--- config.mk ---
export PLATFORM = sky130hd
export DESIGN_NAME = hash_update_writer
export DESIGN_NICKNAME = d
export VERILOG_FILES = /design/src/rtl/hash_update_writer.sv
export SDC_FILE = /design/constraint.sdc
export NUM_CORES = 1
export LEC_CHECK = 0
export CORE_AREA = 2 2 326 328
export DETAILED_ROUTE_END_ITERATION = 8
export DIE_AREA = 0 0 328 330
export SYNTH_ARGS = -nofsm -noshare
export SYNTH_HDL_FRONTEND = slang
export SYNTH_SLANG_ARGS = --single-unit
--- constraint.sdc ---
create_clock -name clock -period 2.1 [get_ports clock]
set_clock_uncertainty 0.05 [all_clocks]
set_input_delay 0.21 -clock clock [delete_from_list [all_inputs] [get_ports clock]]
set_output_delay 0.21 -clock clock [all_outputs]
set_load 0.02 [all_outputs]
--- src/rtl/hash_update_writer.sv ---
// Final digest stage: adds the working variables to H(i-1), keeps H(i)
// and writes the eight result words to memory one per cycle.
module hash_update_writer #(
  parameter int HASH_LENGTH = 8,
  parameter int ADDR_WIDTH  = 16
) (
  input  logic                        clock,
  input  logic                        reset,
  input  logic                        enable,
  input  logic                        hash_vector_complete,
  input  logic [32*HASH_LENGTH-1:0]   hash_vector,
  input  logic [32*HASH_LENGTH-1:0]   prev_hash_vector,
  input  logic [ADDR_WIDTH-1:0]       output_base_addr,
  output logic                        mem_write_en,
  output logic [ADDR_WIDTH-1:0]       mem_address,
  output logic [31:0]                 mem_write_data,
  output logic [32*HASH_LENGTH-1:0]   updated_hash_vector,
  output logic                        busy,
  output logic                        write_complete
);

  localparam int IW = $clog2(HASH_LENGTH + 1);
  localparam int SW = (HASH_LENGTH > 1) ? $clog2(HASH_LENGTH) : 1;
  localparam logic [IW-1:0] LAST = IW'(HASH_LENGTH);

  typedef enum logic [1:0] {
    IDLE  = 2'd0,
    WRITE = 2'd1,
    DONE  = 2'd2
  } state_t;

  state_t state_q, state_d;
  logic [IW-1:0] idx_q, idx_d;

  logic                      wen_d;
  logic [ADDR_WIDTH-1:0]     addr_d;
  logic [31:0]               data_d;
  logic [32*HASH_LENGTH-1:0] uhv_d;
  logic                      busy_d;
  logic                      wc_d;

  logic [32*HASH_LENGTH-1:0] sum;
  logic [31:0]               words [HASH_LENGTH];

  // Carries are dropped per word: each lane is an independent mod-2^32 add
  for (genvar g = 0; g < HASH_LENGTH; g++) begin : g_lane
    assign sum[g*32 +: 32] = prev_hash_vector[g*32 +: 32]
                           + hash_vector[g*32 +: 32];
    assign words[g] = updated_hash_vector[g*32 +: 32];
  end

  always_ff @(posedge clock or negedge reset) begin
    if (!reset) begin
      state_q <= IDLE;
    end else begin
      state_q <= state_d;
    end
  end

  always_comb begin
    state_d = state_q;
    if (!enable) begin
      state_d = IDLE;
    end else begin
      unique case (state_q)
        IDLE:    if (hash_vector_complete) state_d = WRITE;
        WRITE:   if (idx_q == LAST) state_d = DONE;
        DONE:    state_d = DONE;
        default: state_d = IDLE;
      endcase
    end
  end

  always_comb begin
    wen_d  = 1'b0;
    addr_d = mem_address;
    data_d = mem_write_data;
    uhv_d  = updated_hash_vector;
    idx_d  = idx_q;
    busy_d = 1'b0;
    wc_d   = 1'b0;
    if (!enable) begin
      idx_d = '0;
    end else begin
      unique case (state_q)
        IDLE: begin
          if (hash_vector_complete) begin
            uhv_d  = sum;
            idx_d  = '0;
            busy_d = 1'b1;
          end
        end
        WRITE: begin
          if (idx_q < LAST) begin
            wen_d  = 1'b1;
            addr_d = output_base_addr + ADDR_WIDTH'(idx_q);
            data_d = words[idx_q[SW-1:0]];
            idx_d  = idx_q + 1'b1;
            busy_d = 1'b1;
          end else begin
            wc_d = 1'b1;
          end
        end
        DONE:    wc_d = 1'b1;
        default: idx_d = '0;
      endcase
    end
  end

  always_ff @(posedge clock or negedge reset) begin
    if (!reset) begin
      idx_q               <= '0;
      mem_write_en        <= 1'b0;
      mem_address         <= '0;
      mem_write_data      <= '0;
      updated_hash_vector <= '0;
      busy                <= 1'b0;
      write_complete      <= 1'b0;
    end else begin
      idx_q               <= idx_d;
      mem_write_en        <= wen_d;
      mem_address         <= addr_d;
      mem_write_data      <= data_d;
      updated_hash_vector <= uhv_d;
      busy                <= busy_d;
      write_complete      <= wc_d;
    end
  end

endmodule

; Yosys cells after proc, flatten, opt, wreduce, memory -nomap -nowiden
; Cells that the tools add are included.
[op_classes]
order_cmp = 2
add_sub_neg = 10
bitwise = 1
n_reduce_logical = 5
muxes = 20
n_eq_ne = 7
[op_table]
columns = cell, n
row1 = 32-bit adder, 8
row2 = 32-bit binary-select mux with 3-bit select, 1
row3 = 32-bit two-way mux, 2
row4 = 16-bit by 4-bit adder with 16-bit output, 1
row5 = 4-bit two-way mux, 3
row6 = 4-bit one-hot mux with 3 select lines, 1
row7 = "3-bit != test, second input constant", 3
row8 = 3-bit AND reduction, 3
row9 = 1-bit two-way mux, 7
row10 = 2-bit two-way mux, 3
row11 = 2-bit one-hot mux with 3 select lines, 1
row12 = "4-bit by 1-bit adder with 4-bit output, second input constant", 1
row13 = "4-bit equality test, second input constant", 1
row14 = "4-bit greater-or-equal comparator, second input constant", 1
row15 = "4-bit < comparator, second input constant", 1
row16 = 3-bit inverter with 4-bit output, 1
row17 = 1-bit one-hot mux with 2 select lines, 2
row18 = "2-bit by 1-bit equality test with 1-bit output, second input constant", 1
row19 = "2-bit equality test, second input constant", 1
row20 = 2-bit zero test, 1
row21 = "2-bit != test, second input constant", 1
row22 = 2-bit AND reduction, 1
[word_totals]
inputBits = 532
reg_bits = 313

; Logic depth before layout (Yosys ltp)
; Gate-level depths: netlist (run 1).
[logic_depth]
word_depth = 4
mapped_depth = 12

; Least setup slack after synthesis (run 1)
; OpenSTA, ideal clock, no wires.
[synth_timing]
path_type = input -> register
start = in hash_vector[64]
end = reg updated_hash_vector[88]
cell_stages = 11
path_slack_ns = -0.742
arrival_time_ns = 2.659
path_cell_list = ha_1 fa_1 a211oi_1 o211ai_1 a31o_2 a211o_1 nor3_1 o31ai_1 a31oi_1 xor2_1 o21ai_0
[synth_via]
elab_chain_len = 1
[synth_rtl]
columns = element, line_no
row1 = start: declaration, 11  ; input logic [32*HASH_LENGTH-1:0] hash_vector,
row2 = 32-bit adder, 48  ; + hash_vector[g*32 +: 32];
row3 = end signal: assignment, 124  ; updated_hash_vector <= uhv_d;
row4 = end: declaration, 17  ; output logic [32*HASH_LENGTH-1:0] updated_hash_vector,
; Every way passes these cells.
; A chain may end at the register's enable or synchronous reset.

; Worst setup path after layout (run 1)
[layout_timing]
start = in prev_hash_vector[192]
end = reg updated_hash_vector[220]
[layout_via]
elab_chain_len = 1
[layout_rtl]
columns = element, line_no
row1 = start: declaration, 12  ; input logic [32*HASH_LENGTH-1:0] prev_hash_vector,
row2 = 32-bit adder, 48
; Every way passes these cells.

==> impl_metrics.py, run 1 <==
metrics = {
    "timing": {
        "finalSetupViolCount": 28,
        "fmax_mhz": 433.6,
        "period_minus_slack_ns": 2.306,
        "hold_viol": 0,
        "finalMaxSlewViolations": 0,
        "rsz0062_at_grt": "yes",
        "slew_headroom": 0.5017,
        "tightest_slew_ns": 0.7475,
        "worst_slack_ns": -0.2060,
        "fin_crit_sh": 1.098,
    },
    "grt": {
        "grt_usage": 0.2417,
        "grt_first_pass_wirelength_um": 193000,
        "grt_max_degree": 68,
        "grt-ovfl-total": 0,
        "antenna_found_initial": 32,
        "grt_pass1_vias": 29000,
    },
    "power_and_ir_drop": {
        "p_per_area_mw_per_mm2": 987.2,
        "irDropWorstVdd_mv": 0.7661,
        "power.total_uw": 46320,
        "total_leakage_power_uw": 0.02092,
    },
    "place": {
        "numPortBuffers": 838,
        "dp_hpwl_um": 112900,
        "gp_congestion": 0.9673,
        "placed_area_mm2": 0.04219,
    },
    "clock_tree": {
        "cts_buffer_depth": 3,
        "h-tree-depth": 2,
        "clock-sinks": 313,
        "root_buffer": "clkbuf_16",
        "clk_pin_slew_ns": 0.06,
        "tritoncts": "built",
        "cts_buffers": 44,
        "clk_latency_ns": 0.58,
    },
    "routing": {
        "post-route-drc-count": 0,
        "wl_per_cell_um": 23.16,
        "detail_route.first_pass.iterations": 5,
        "wirelength_um": 138100,
        "ant_nets": 0,
        "viasPerCell": 4.930,
        "via_count": 29410,
        "drt_iter0_markers": 1758,
    },
    "synthesis": {
        "synth.distinct_cells": 67,
        "ys_warn_count": 0,
        "synth_fp_nets": 3730,
        "synth_flop_cell": "dfrtp_1",
        "postSynthAreaPerCell_um2": 8.727,
        "ys_seq_elements": 313,
        "synth_edf_count": 0,
        "syn_inst": 2932,
        "yosysSeqAreaShare": 0.3061,
        "async_reset_ff_frac": 1.000,
        "syn_area_mm2": 0.02559,
    },
    "hold_path": {
        "hp-class": "input port to flip-flop",
    },
    "die": {
        "core_mm2": 0.1047,
        "fp.dieW_um": 328,
        "core.rowCount": 119,
        "ios": 839,
        "die_area_mm2": 0.1082,
        "initial_core_util": 0.2445,
        "die_y_um": 330,
    },
    "final_layout": {
        "finalInstanceArea_mm2": 0.04692,
        "drive_gt1_frac": 0.3330,
        "syn2layout_area_growth_pct": 83.37,
        "nets": 5314,
    },
    "worst_setup_path": {
        "worstPathMaxFanout": 3,
        "startpoint_type": "input port",
        "critPathCaptureType": "flip-flop",
        "worstSetupPathType": "input port to flip-flop",
        "arrival_ns": 2.71,
        "critPathRequiredTime_ns": 2.51,
    },
    "status": {
        "violations": "setup timing",
        "status": "finished with violations",
    },
    "run": {
        "max_cap_viol_count": 0,
    },
}
[where the power goes]
part           internal [uW]  leakage, uW  switching [uW]  total (uW)
combinational          12700       0.0163           14000       26700
clock                   4400     0.000690            3080        7480
sequential              8830      0.00389            3330       12200
total                  25900       0.0209           20400       46300
[sequential cells by signal, indices dropped and copies added (netlist names)]
signal               count
busy                     1
idx_q                    4
mem_address             16
mem_write_data          32
mem_write_en             1
state_q                  2
updated_hash_vector    256
write_complete           1
[critical path, cell delays in order]
cell,delay [ns]
buf_6,0.10
ha_4,0.16
fa_2,0.41
a211oi_4,0.28
o21ai_2,0.13
or3b_4,0.30
a31oi_4,0.12
a211o_1,0.36
a31o_4,0.25
a31oi_4,0.13
xor2_1,0.17
o21ai_1,0.08
[per-layer routing]
layer / GRT usage / part of all wire / up-vias
met5: 0 / 0.00063 / -
li1: - / - / 13960
met1: 0.3095 / 0.42 / 14140
met3: 0.05615 / 0.070 / 237
met4: 0.09513 / 0.042 / 14
met2: 0.3929 / 0.46 / 1058
[worst paths after layout]
kind,endpoint,cells after the start,from,slack [ns]
max,updated_hash_vector[220],12,prev_hash_vector[192],-0.21
min,updated_hash_vector[1],4,prev_hash_vector[1],0.10
max reg2reg,mem_address[14],10,idx_q[0],-0.02
min reg2reg,mem_write_data[15],2,mem_write_data[15],0.42
max in group asynchronous,updated_hash_vector[249],3,reset,1.06
min in group asynchronous,busy,2,reset,0.14
[logic make-up after synthesis]
family / after synthesis / share of synthesized area
muxes: 101 / 0.07095
buffers and inverters: 193 / 0.02831
AOI/OAI and AO/OA: 1015 / 0.2400
DFF: 313 / 0.3061
xor gates and xnor gates: 230 / 0.07872
and+or+nand+nor: 814 / 0.1432
adders and majority gates: 266 / 0.1327
[cells in the final DEF (no fill, tap or decap), types with 24 or more instances in the layout]
cell type and n:
dfrtp_1 309, dlymetal6s2s_1 36, clkbuf_2 31, nand2_1 458
o21ai_0 271, nor2_1 77, dlygate4sd2_1 86, buf_12 24
ha_4 119, buf_4 764, o21bai_1 28, nand4_1 38
clkbuf_16 49, a21o_1 152, clkdlybuf4s50_1 596, mux2i_1 32
o21ai_2 31, and3_1 25, a21oi_1 160, xnor2_1 114
mux4_2 64, ha_1 133, o21ai_1 75, buf_6 65
inv_1 51, nand3_1 45, xor2_1 102, a21oi_2 55
buf_2 41
[repair_timing]
item	4_1_cts	5_1_grt
gates resized for setup	714	329
buffers inserted	55	56
hold buffers	11	0
endpoints found under the hold margin	116	0
pin swaps	298	279
endpoints found under the setup margin	169	116
cloned	2	4
[cell type report]
type | count | area [um^2]
Antenna cell | 23 | 57.56
Clock buffer | 64 | 1257
Inverter | 54 | 202.7
Tap cell | 1391 | 1740
Fill cell | 10140 | 57750
Timing Repair Buffer | 1677 | 14980
Sequential cell | 313 | 7843
Multi-Input combinational cell | 2426 | 20690
Clock inverter | 16 | 146.4
[metrics by stage]
stage                       util  hold WS [ns]  setup TNS, ns  instances  setup slack [ns]
after floorplan                -       -0.1356         -8.902       2932           -0.4911
after global placement    0.4031        0.1931        -164.05       5744            -1.301
after detailed placement  0.4031        0.1949        -168.96       5744            -1.294
after CTS                 0.4327       0.05353         -1.421       5887           -0.2291
after global routing      0.4481       0.07932         -5.603       5957           -0.3069
final                     0.4483        0.1032         -2.347       5964           -0.2060
[Yosys cell counts, drive strengths merged, types with 30 or more instances]
master	count	area share
nor2	89	0.013
dfrtp	313	0.31
and3	31	0.0076
o21bai	32	0.0094
nand4	38	0.0093
a31oi	30	0.0073
a21o	153	0.045
clkbuf	123	0.018
o21ai	391	0.076
a211oi	42	0.012
a21oi	234	0.046
ha	257	0.13
mux2i	34	0.013
xnor2	124	0.042
inv	54	0.0079
mux4	64	0.056
nand3	52	0.010
nand2	469	0.069
xor2	106	0.036
Power figures use the tool's default switching activity.
==> run 2, diff against run 1 <==
Settings changed: CTS_CLUSTER_SIZE from default to 40.
Clock period 2.1 ns to 2 ns, I/O delays scaled along.
==> impl_metrics.py, run 2 (synthesis gave the netlist of run 1 again) <==
metrics = {
    "status": {
        "status": "finished with violations",
        "violations": "setup timing",
    },
    "die": {
        "core.rowCount": 119,
        "initial_core_util": 0.2445,
        "die_area_mm2": 0.1082,
        "core_mm2": 0.1047,
        "die_y_um": 330,
        "ios": 839,
        "fp.dieW_um": 328,
    },
    "timing": {
        "slew_headroom": 0.4431,
        "finalMaxSlewViolations": 0,
        "fmax_mhz": 422.6,
        "hold_viol": 0,
        "tightest_slew_ns": 0.8354,
        "fin_crit_sh": 1.183,
        "finalSetupViolCount": 70,
        "rsz0062_at_grt": "yes",
        "worst_slack_ns": -0.3664,
        "period_minus_slack_ns": 2.366,
    },
    "routing": {
        "viasPerCell": 4.950,
        "via_count": 29780,
        "detail_route.first_pass.iterations": 7,
        "wl_per_cell_um": 23.03,
        "post-route-drc-count": 0,
        "wirelength_um": 138600,
        "drt_iter0_markers": 1822,
        "ant_nets": 0,
    },
    "final_layout": {
        "final_common_cell": "buf_4",
        "largestRegisters": "updated_hash_vector (256), mem_write_data (32), mem_address (16)",
        "layout_common_cells": "800 x buf_4, 534 x clkdlybuf4s50_1, 452 x nand2_1",
        "seq_area_mm2": 0.007841,
        "finalInstanceArea_mm2": 0.04813,
        "top_register": "updated_hash_vector",
        "utilization": 0.4598,
        "drive_gt1_frac": 0.3618,
        "nets": 5377,
        "largest_reg_flops": 256,
        "final.fill_count": 9986,
        "syn2layout_area_growth_pct": 88.09,
        "multi_input_area_mm2": 0.02127,
    },
    "grt": {
        "grt-ovfl-total": 0,
        "antenna_found_initial": 20,
        "grt_max_degree": 72,
        "grt_pass1_vias": 29280,
        "grt_first_pass_wirelength_um": 195400,
        "grt_usage": 0.2428,
    },
    "clock_tree": {
        "cts_buffer_depth": 3,
        "clk_latency_ns": 0.57,
        "clk_pin_slew_ns": 0.06,
        "root_buffer": "clkbuf_16",
        "clock-sinks": 313,
        "h-tree-depth": 2,
        "cts_buffers": 43,
        "tritoncts": "built",
    },
    "worst_setup_path": {
        "path_cells": "buf_8, ha_4, fa_2, a211oi_4, o211ai_1, a31o_2, a211o_4, nor3_4, o31ai_4, a31oi_1, xor2_1, o21ai_1",
        "crit_buf_inv": 1,
        "worstSetupPathType": "input port to flip-flop",
        "crit_family": "compound AO/OA/AOI/OAI gates",
        "startpoint_type": "input port",
        "critPathMaxStageDelay_ns": 0.37,
        "worstPathMaxFanout": 4,
        "worst_path_max_delay_cell": "fa_2",
        "critPathRequiredTime_ns": 2.40,
        "arrival_ns": 2.77,
        "critPathCaptureType": "flip-flop",
    },
    "place": {
        "gp_congestion": 0.9781,
        "numPortBuffers": 838,
        "placed_area_mm2": 0.04256,
        "dp_hpwl_um": 112900,
    },
    "hold_path": {
        "hp-class": "input port to flip-flop",
    },
    "power_and_ir_drop": {
        "p_per_area_mw_per_mm2": 1021,
        "irDropWorstVdd_mv": 0.8227,
        "total_leakage_power_uw": 0.02163,
    },
    "run": {
        "max_cap_viol_count": 0,
    },
}
==> run 2: cell types whose count changed in the layout (fill, tap and decap cells not counted), moves of 8 or more <==
cell	previous run	this run
ha_4	119	128
o21ai_1	75	139
dlymetal6s2s_1	36	44
ha_1	133	121
o21ai_0	271	201
buf_8	2	12
clkdlybuf4s50_1	596	534
buf_4	764	800
dlygate4sd2_1	86	116
a21oi_1	160	148
buf_6	65	100
==> run 2: layer usage <==
metal,GRT usage,share of wire
met3,0.04714,0.072
met2,0.4072,0.47
met1,0.3140,0.42
met5,0,0.00024
met4,0.07599,0.035
==> run 2: final timing paths <==
path / start / endpoint / slack [ns] / cells past startpoint
worst max-delay path: prev_hash_vector[64] / updated_hash_vector[90] / -0.37 / 12
worst min-delay path: hash_vector[33] / updated_hash_vector[33] / 0.02 / 4
worst max register to register: idx_q[0] / mem_address[6] / -0.16 / 10
worst min register to register: mem_write_data[16] / mem_write_data[16] / 0.43 / 2
max in group asynchronous: reset / mem_write_data[21] / 1.12 / 3
min in group asynchronous: reset / updated_hash_vector[129] / 0.06 / 2
==> run 2: through the flow <==
step / TNS [ns] / hold WS, ns / std cells / total power, uW / setup WS [ns]
after floorplan: -15.23 / -0.1456 / 2932 / 23470 / -0.5811
after global placement: -180.66 / 0.05242 / 5787 / 38870 / -1.451
after detailed placement: -187.36 / 0.06440 / 5787 / 39100 / -1.487
after CTS: -5.698 / 0.03278 / 5953 / 48510 / -0.4452
after global routing: -11.69 / 0.004636 / 6010 / 51660 / -0.4813
final: -6.831 / 0.02193 / 6017 / 49150 / -0.3664
==> run 2: report_power, final <==
group | leakage (uW) | total (uW) | switching (uW) | internal, uW
Combinational | 0.0170 | 28400 | 14900 | 13500
Sequential | 0.00390 | 12700 | 3460 | 9270
Clock | 0.000708 | 7990 | 3230 | 4760
==> run 2: final cells by class <==
cell class / instances / area share
multi-input cells: 2426 / 0.4419
repair buffers: 1741 / 0.3243
diodes: 16 / 0.0008319
inverters: 54 / 0.004211
clock inverters: 14 / 0.003562
flip-flops and latches: 313 / 0.1629
well taps: 1391 / 0.03616
clock buffers: 62 / 0.02615
==> run 2: tightest hold or removal path, cell delays in order <==
cell	delay [ns]
buf_6	0.09
fa_2	0.18
nand2_1	0.08
nand2_1	0.06
==> run 2: repair_timing <==
item,4_1_cts,5_1_grt
pin swaps,344,354
hold endpoints to repair,276,0
hold buffers,13,0
setup endpoints to repair,221,157
gates resized for setup,920,459
buffers inserted,85,62
cloned,5,1
==> run 3, diff against run 2 <==
Settings changed: SETUP_SLACK_MARGIN from default to 0.3, SLEW_MARGIN from default to 20.
==> impl_metrics.py, run 3 (synthesis gave the netlist of run 1 again) <==
metrics = {
    "status": {
        "status": "finished with violations",
        "violations": "setup timing",
    },
    "clock_tree": {
        "cts_buffers": 43,
        "clock-sinks": 313,
        "root_buffer": "clkbuf_16",
        "h-tree-depth": 2,
        "clk_latency_ns": 0.59,
        "tritoncts": "built",
        "cts_buffer_depth": 3,
        "clk_pin_slew_ns": 0.06,
    },
    "final_layout": {
        "top_register": "updated_hash_vector",
        "final_common_cell": "buf_4",
        "drive_gt1_frac": 0.4109,
        "nets": 5485,
        "largest_reg_flops": 256,
        "layout_common_cells": "831 x buf_4, 440 x nand2_1, 327 x clkdlybuf4s50_1",
        "syn2layout_area_growth_pct": 94.67,
        "largestRegisters": "updated_hash_vector (256), mem_write_data (32), mem_address (16)",
    },
    "place": {
        "numPortBuffers": 838,
        "dp_hpwl_um": 115400,
        "gp_congestion": 0.9691,
        "pre_cts_slack_ns": -1.450,
    },
    "grt": {
        "grt_max_degree": 70,
        "grt_usage": 0.2539,
        "grt-ovfl-total": 0,
        "grt_first_pass_wirelength_um": 202100,
        "grt_pass1_vias": 30190,
        "antenna_found_initial": 36,
    },
    "power_and_ir_drop": {
        "p_clk_frac": 0.160,
        "p_seq_frac": 0.262,
        "power.total_uw": 49790,
        "switching_share": 0.4498,
        "combinationalPowerShare": 0.578,
        "p_per_area_mw_per_mm2": 999.6,
        "power.internal_uw": 27400,
        "p_sw_uw": 22400,
        "total_leakage_power_uw": 0.02272,
        "irDropWorstVdd_mv": 0.8115,
    },
    "timing": {
        "fin_crit_sh": 1.158,
        "finalSetupViolCount": 76,
        "finalMaxSlewViolations": 0,
        "slew_headroom": 0.6523,
        "fmax_mhz": 431.7,
        "tightest_slew_ns": 0.5178,
        "worst_slack_ns": -0.3165,
        "rsz0062_at_grt": "yes",
        "period_minus_slack_ns": 2.317,
        "hold_viol": 0,
    },
    "hold_path": {
        "hp-class": "input port to flip-flop",
        "min_from": "prev_hash_vector[195]",
        "whs_path_depth": 4,
        "worstHoldEndpoint": "updated_hash_vector[195]",
    },
    "die": {
        "initial_core_util": 0.2445,
        "die_area_mm2": 0.1082,
        "die_y_um": 330,
        "fp.dieW_um": 328,
        "core_mm2": 0.1047,
        "ios": 839,
        "core.rowCount": 119,
    },
    "worst_setup_path": {
        "worstSetupPathType": "input port to flip-flop",
        "worstPathMaxFanout": 4,
        "startpoint_type": "input port",
        "critPathCaptureType": "flip-flop",
        "critPathRequiredTime_ns": 2.42,
        "arrival_ns": 2.73,
        "r2r_end": "mem_address[14]",
        "r2r-start": "idx_q[0]",
        "reg2reg_slack_ns": -0.15,
        "r2r_cells": 10,
    },
    "routing": {
        "ant_nets": 0,
        "viasPerCell": 4.968,
        "detail_route.first_pass.iterations": 5,
        "wirelength_um": 143700,
        "via_count": 30460,
        "drt_iter0_markers": 1940,
        "wl_per_cell_um": 23.45,
        "post-route-drc-count": 0,
    },
    "run": {
        "max_cap_viol_count": 0,
    },
}
==> run 3: timing repair <==
item                                     CTS  global route
hold buffers                              10             1
cloned                                     7             0
endpoints found under the setup margin   573           377
pin swaps                                502           301
buffers inserted                         167            52
endpoints found under the hold margin    322             1
resized for setup                       1723           288
==> run 3: critical path: stages <==
cell and delay, ns:
buf_6 0.10, ha_4 0.17, fa_2 0.40, a211oi_4 0.24, o211ai_1 0.17, a31o_2 0.27, a211o_4 0.37, nor3_4 0.28
o31ai_4 0.11, a31oi_1 0.18, xor2_1 0.17, o21ai_1 0.07
==> run 3: through the flow <==
step	instances	hold WS [ns]	setup TNS (ns)	util	instance area [um^2]
floorplan	2932	-0.1456	-15.53	-	27100
global placement	5796	0.08635	-181.85	0.4075	42650
detailed placement	5796	0.08871	-186.06	0.4075	42650
CTS	6054	0.006560	-5.611	0.4612	48280
global route	6124	0.03537	-12.88	0.4757	49800
finish	6130	0.007964	-6.870	0.4759	49810
==> run 3: cell type report <==
class                           instances  area [um^2]
Fill cell                            9936        54860
Multi-Input combinational cell       2426        21830
Timing Repair Buffer                 1849        16700
Sequential cell                       313         7866
Tap cell                             1391         1740
Clock buffer                           55         1181
Clock inverter                         19        222.7
Inverter                               54        215.2
Antenna cell                           23        57.56
==> run 3: power by group through the flow <==
stage | registers [uW] | clock network (uW) | logic [uW]
after CTS | 12900 | 8130 | 28200
final | 13100 | 7950 | 28800
after detailed placement | 13000 | 0 | 26500
after global routing | 13300 | 8370 | 30600
after global placement | 13000 | 0 | 26400
after floorplan | 14700 | 0 | 8850
==> run 3: how the worst max path moves through the flow <==
stage | startpoint | to | slack [ns] | cells past startpoint
after floorplan | hash_vector[11] | updated_hash_vector[28] | -0.58 | 9
after global placement | hash_vector[96] | updated_hash_vector[125] | -1.43 | 12
after detailed placement | hash_vector[96] | updated_hash_vector[127] | -1.45 | 12
after CTS | hash_vector[64] | updated_hash_vector[88] | -0.39 | 12
after global routing | hash_vector[64] | updated_hash_vector[94] | -0.39 | 12
final | hash_vector[64] | updated_hash_vector[88] | -0.32 | 12
==> run 3: routing by layer <==
metal  up-vias  routed length [um]  track usage
met5         -                 100            0
met4        16                7096       0.1118
met3       288               10540      0.05957
met2      1178               67020       0.4147
met1     14670               58990       0.3190
li1      14300                   -            -
